[src/rtl/ahb_apb_pkg.sv]
// rtl/ahb_apb_pkg.sv - AHB/APB bus codes and bridge FSM state type
package ahb_apb_pkg;
  localparam logic [1:0] HTRANS_IDLE   = 2'b00;
  localparam logic [1:0] HTRANS_BUSY   = 2'b01;
  localparam logic [1:0] HTRANS_NONSEQ = 2'b10;
  localparam logic [1:0] HTRANS_SEQ    = 2'b11;

  localparam logic [2:0] HBURST_SINGLE = 3'b000;
  localparam logic [2:0] HBURST_INCR   = 3'b001;
  localparam logic [2:0] HBURST_WRAP4  = 3'b010;
  localparam logic [2:0] HBURST_INCR4  = 3'b011;
  localparam logic [2:0] HBURST_WRAP8  = 3'b100;
  localparam logic [2:0] HBURST_INCR8  = 3'b101;
  localparam logic [2:0] HBURST_WRAP16 = 3'b110;
  localparam logic [2:0] HBURST_INCR16 = 3'b111;

  localparam logic HRESP_OKAY  = 1'b0;
  localparam logic HRESP_ERROR = 1'b1;

  typedef enum logic [1:0] {
    ST_IDLE   = 2'd0,
    ST_SETUP  = 2'd1,
    ST_ACCESS = 2'd2,
    ST_ERR    = 2'd3
  } state_t;
endpackage

[src/rtl/rst_sync_2ff.sv]
// rtl/rst_sync_2ff.sv - active-low reset, asynchronous assert, 2-flop synchronized release
module rst_sync_2ff (
  input  logic clk,
  input  logic rst_n_async,
  output logic rst_n_sync
);
  logic meta;

  always_ff @(posedge clk or negedge rst_n_async) begin
    if (!rst_n_async) begin
      meta       <= 1'b0;
      rst_n_sync <= 1'b0;
    end else begin
      meta       <= 1'b1;
      rst_n_sync <= meta;
    end
  end
endmodule

[src/rtl/ahb_apb_bridge.sv]
// rtl/ahb_apb_bridge.sv - AHB-Lite slave to APB master bridge; PSLVERR_EN adds APB slave error reporting
module ahb_apb_bridge
  import ahb_apb_pkg::*;
#(
  parameter int ADDR_WIDTH   = 32,
  parameter int HBURST_WIDTH = 3,
  parameter int HPROT_WIDTH  = 4,
  parameter int DATA_WIDTH   = 32
) (
  input  logic                    hclk_i,
  input  logic                    hresetn_i,
  input  logic [ADDR_WIDTH-1:0]   haddr_i,
  input  logic [HBURST_WIDTH-1:0] hburst_i,
  input  logic                    hmastlock_i,
  input  logic                    hsel_i,
  input  logic [HPROT_WIDTH-1:0]  hprot_i,
  input  logic [2:0]              hsize_i,
  input  logic                    hnonsec_i,
  input  logic                    hexcl_i,
  input  logic                    hmaster_i,
  input  logic [1:0]              htrans_i,
  input  logic [DATA_WIDTH-1:0]   hwdata_i,
  input  logic [DATA_WIDTH/8-1:0] hwstrb_i,
  input  logic                    hwrite_i,
  output logic [DATA_WIDTH-1:0]   hrdata_o,
  output logic                    hready_o,
  output logic                    hreadyout_o,
  output logic                    hresp_o,
  output logic                    hexokay_o,
  output logic [ADDR_WIDTH-1:0]   paddr_o,
  output logic                    psel_o,
  output logic                    penable_o,
  output logic                    pwrite_o,
  output logic [DATA_WIDTH/8-1:0] pstrb_o,
  output logic [DATA_WIDTH-1:0]   pwdata_o,
  input  logic [DATA_WIDTH-1:0]   prdata_i,
`ifdef PSLVERR_EN
  input  logic                    pslverr_i,
`endif
  input  logic                    pready_i
);
  localparam int STRB_WIDTH = DATA_WIDTH / 8;

  logic                  rst_n;
  state_t                state;
  logic [DATA_WIDTH-1:0] wdata_q;
  logic [DATA_WIDTH-1:0] rdata_q;
  logic [STRB_WIDTH-1:0] strb_q;
  logic                  accept;
  logic                  complete;
  logic                  slv_err;
  logic                  unused_inputs;

  rst_sync_2ff u_rst_sync (
    .clk         (hclk_i),
    .rst_n_async (hresetn_i),
    .rst_n_sync  (rst_n)
  );

`ifdef PSLVERR_EN
  assign slv_err = pslverr_i;
  assign hresp_o = (complete && slv_err) || (state == ST_ERR);
`else
  assign slv_err = 1'b0;
  assign hresp_o = HRESP_OKAY;
`endif

  // Burst, protection and lock attributes carry no meaning for a one-beat-per-transfer APB bridge.
  assign unused_inputs = ^{hburst_i, hmastlock_i, hprot_i, hsize_i, hnonsec_i,
                           hexcl_i, hmaster_i, htrans_i[0]};

  assign complete  = (state == ST_ACCESS) && pready_i;
  assign accept    = hsel_i && hready_o && htrans_i[1];
  assign hready_o  = hreadyout_o;
  assign hexokay_o = 1'b0;
  assign psel_o    = (state == ST_SETUP) || (state == ST_ACCESS);
  assign penable_o = (state == ST_ACCESS);
  assign pwdata_o  = (state == ST_SETUP) ? hwdata_i : wdata_q;
  assign pstrb_o   = (state == ST_SETUP) ? hwstrb_i : strb_q;
  assign hrdata_o  = complete ? prdata_i : rdata_q;

  always_comb begin
    hreadyout_o = 1'b1;
    unique case (state)
      ST_SETUP:  hreadyout_o = 1'b0;
      ST_ACCESS: hreadyout_o = pready_i && !slv_err;
      default:   hreadyout_o = 1'b1;
    endcase
  end

  always_ff @(posedge hclk_i or negedge rst_n) begin
    if (!rst_n) begin
      state    <= ST_IDLE;
      paddr_o  <= '0;
      pwrite_o <= 1'b0;
      wdata_q  <= '0;
      strb_q   <= '0;
      rdata_q  <= '0;
    end else begin
      if (accept) begin
        paddr_o  <= haddr_i;
        pwrite_o <= hwrite_i;
      end
      case (state)
        ST_IDLE, ST_ERR: state <= accept ? ST_SETUP : ST_IDLE;
        ST_SETUP: begin
          // Write data is only valid in the first data-phase cycle; hold it for ACCESS.
          wdata_q <= hwdata_i;
          strb_q  <= hwstrb_i;
          state   <= ST_ACCESS;
        end
        ST_ACCESS: begin
          if (pready_i) begin
            if (slv_err) begin
              state <= ST_ERR;
            end else begin
              if (!pwrite_o) rdata_q <= prdata_i;
              state <= accept ? ST_SETUP : ST_IDLE;
            end
          end
        end
        default: state <= ST_IDLE;
      endcase
    end
  end
endmodule

[config.mk]
export PLATFORM = sky130hd
export DESIGN_NAME = ahb_apb_bridge
export DESIGN_NICKNAME = d
export VERILOG_FILES = /design/src/rtl/ahb_apb_pkg.sv /design/src/rtl/rst_sync_2ff.sv /design/src/rtl/ahb_apb_bridge.sv
export SDC_FILE = /design/constraint.sdc
export NUM_CORES = 1
export LEC_CHECK = 0
export ABC_CLOCK_PERIOD_IN_PS = 6300
export CORE_MARGIN = 2
export CORE_UTILIZATION = 43
export DETAILED_ROUTE_END_ITERATION = 12
export GPL_TIMING_DRIVEN = 0
export PLACE_DENSITY = 0.94
export SLEW_MARGIN = 25
export SYNTH_ARGS = -nofsm -noshare
export SYNTH_HDL_FRONTEND = slang
export SYNTH_SLANG_ARGS = --single-unit
[constraint.sdc]
create_clock -name hclk_i -period 6.3 [get_ports hclk_i]
set_clock_uncertainty 0.15 [all_clocks]
set_input_delay 1.26 -clock hclk_i [delete_from_list [all_inputs] [get_ports hclk_i]]
set_output_delay 1.26 -clock hclk_i [all_outputs]
set_load 0.01 [all_outputs]
==> reports/results.ini <==
[detailed_routing]
drtPass1Iterations=3
viasPerCell=4.82
dr_total_vias=3059
highest_layer=met4
drt-initial-drc-count=61
ant_nets=0
dr_wl_met2_um=5720
wl_met1_um=4020
wl_met3_um=894
wl_per_cell_um=17.1
drt-total-wl_um=10900
drc=0

[timing]
worst_pin_slew_ps=575
relSlewSlack_pct=61.7
fmax_mhz=223
slew_violations=0
rsz0062_at_grt=false
period_share_pct=71.2
hold_viol=0
finalSetupViolations=0
hold_slack_ps=81.2
setup_tns_ps=0
layout_min_cycle_time_ps=4490

[clock_network]
clkSinkCount=105
root_buffer=clkbuf_8
cts_htree_levels=3
post_cts_resized=0
cts_buffers=9
path_clk_slew_ps=100
cts_tree=built
hold_buffers=0
cts_max_path_buffers=2
clock_latency_ps=360
postCtsSetupBuffers=0

[status]
outcome=finished, final reports clean

[power_and_ir_drop]
p_per_area_nw_per_um2=366
power.leakage_nw=2.86
peakVddDrop_uv=221

[cells_and_area]
instances_no_fill=634
area_growth_pct=58.4
diodes=0
fin_area_um2=6900
nFillCells=704
drive_gt1_share_pct=31.7
layout.nets=619

[logic_synthesis]
synth_seq_cells=105
seq_area_frac_synth_pct=60.3
syn_inst=272
yosysWarnings=0
synth.cell_area_um2=4360
synth_cell_types=16
syn_avg_cell_area_um2=16.0

[die]
die_w_um=105
start_util_pct=44.4
die_y_um=105
dieArea_um2=11000
core_area_um2=9820
num_io_pins=228
rows=36

[placement]
place_area_um2=6670
port_buffers=210
dp_hpwl_um=8330
routabilityCongestion=0.740
dp_cells=618

[grt]
grt-ovfl-total=0
antenna_found_initial=0
grt_usage_pct=20.3
grt_pass1_wl_um=17500
grt_max_degree=46
grt_pass1_vias=3400

[worst_setup_path]
path_max_fanout=10
worst_ep_required_time_ps=4890
endpoint_kind=output port
crit_arrival_ps=3080
critPathLaunchType=primary input
criticalPathCategory=primary input to output port

[hold_path]
hp-class=flop to async pin

[job]
cap_violations=0

where the power goes:
group / internal (W) / total [W] / switching (W) / leakage [nW]
combinational: 0.000687 / 0.00107 / 0.000379 / 1.50
clock: 0.000236 / 0.000467 / 0.000231 / 0.113
sequential: 0.000896 / 0.000993 / 0.0000968 / 1.24
total: 0.00182 / 0.00253 / 0.000707 / 2.86
cells in the mapped netlist:
master    number  area [µm²]
a211oi_4       1        20.0
a21oi_1        1        5.00
buf_2          7        35.0
buf_4          5        37.5
buf_6          3        33.8
clkbuf_1       2        7.51
conb_1         2        7.51
dfrtp_1      105        2630
ha_1           2        25.0
inv_1          4        15.0
mux2_1        11         124
mux2_2       123        1390
nand2_1        3        11.3
nor2b_2        1        8.76
o31ai_1        1        7.51
or2_1          1        6.26
per-layer routing:
metal | vias to the layer above | track usage [%]
met4 | 0 | 7.90
met1 | 1498 | 22.2
met3 | 20 | 6.67
met5 | - | 0
li1 | 1398 | -
met2 | 143 | 36.5
through the flow:
step | util, % | setup WS (ps) | power [W]
final | 70.3 | 1810 | 0.00253
after global routing | 70.3 | 1720 | 0.00266
after CTS | 70.3 | 1790 | 0.00255
after detailed placement | 68.0 | 1810 | 0.00208
after global placement | 67.5 | 1850 | 0.00203
after floorplan | - | 2910 | 0.00146
cells by family after synthesis:
| logic type | synth area share, % |
|---|---|
| AND/OR/NAND/NOR | 0.603 |
| buffers and inverters | 2.96 |
| flip-flops | 60.3 |
| other | 0.172 |
| multiplexers | 34.6 |
| adder cells (fa/ha/maj) | 0.574 |
| AO/OA/AOI/OAI | 0.747 |
layout by cell type, fill, tap and decap left out, drive strengths merged:
cell	netlist	layout
a211oi	1	1
a21oi	1	1
buf	15	17
bufinv	0	2
clkbuf	2	12
clkdlybuf4s50	0	210
clkinv	0	2
clkinvlp	0	1
conb	2	3
dfrtp	105	105
ha	2	2
inv	4	5
mux2	134	134
nand2	3	3
nor2b	1	1
o31ai	1	1
or2	1	1
sequential cells by signal, summed over array words and instances, names as in the netlist:
signal                 cells
state                      2
u_rst_sync.rst_n_sync      1
u_rst_sync.meta            1
wdata_q                   32
strb_q                     4
paddr_o                   32
pwrite_o                   1
rdata_q                   32
final cells by class:
class                      count  area [µm²]  area share (%)
clock buffer                  10         138            1.99
sequential                   105        2630            38.1
inverter                       4        15.0           0.218
clock inverter                 6        90.1            1.31
timing repair buffer         212        2140            31.0
buffer                        17         114            1.65
tap                          133         166            2.41
multi-input combinational    147        1600            23.2
final timing paths:
check,start,to,slack (ps),cells past startpoint
worst max-delay path,pready_i,hrdata_o[27],1810,5
worst min-delay path,u_rst_sync.rst_n_sync,wdata_q[21],80,0
worst max register to register,state[0],paddr_o[21],4120,6
worst min register to register,u_rst_sync.rst_n_sync,wdata_q[21],80,0
max in group asynchronous,hresetn_i,u_rst_sync.rst_n_sync,4940,1
min in group hclk_i,u_rst_sync.meta,u_rst_sync.rst_n_sync,220,0
worst max-delay path, stage by stage:
cell,delay (ps)
clkdlybuf4s50_1,440
nand2_1,210
buf_2,300
mux2_2,370
clkdlybuf4s50_1,490
Note: power is estimated with default switching activity, not from simulation.
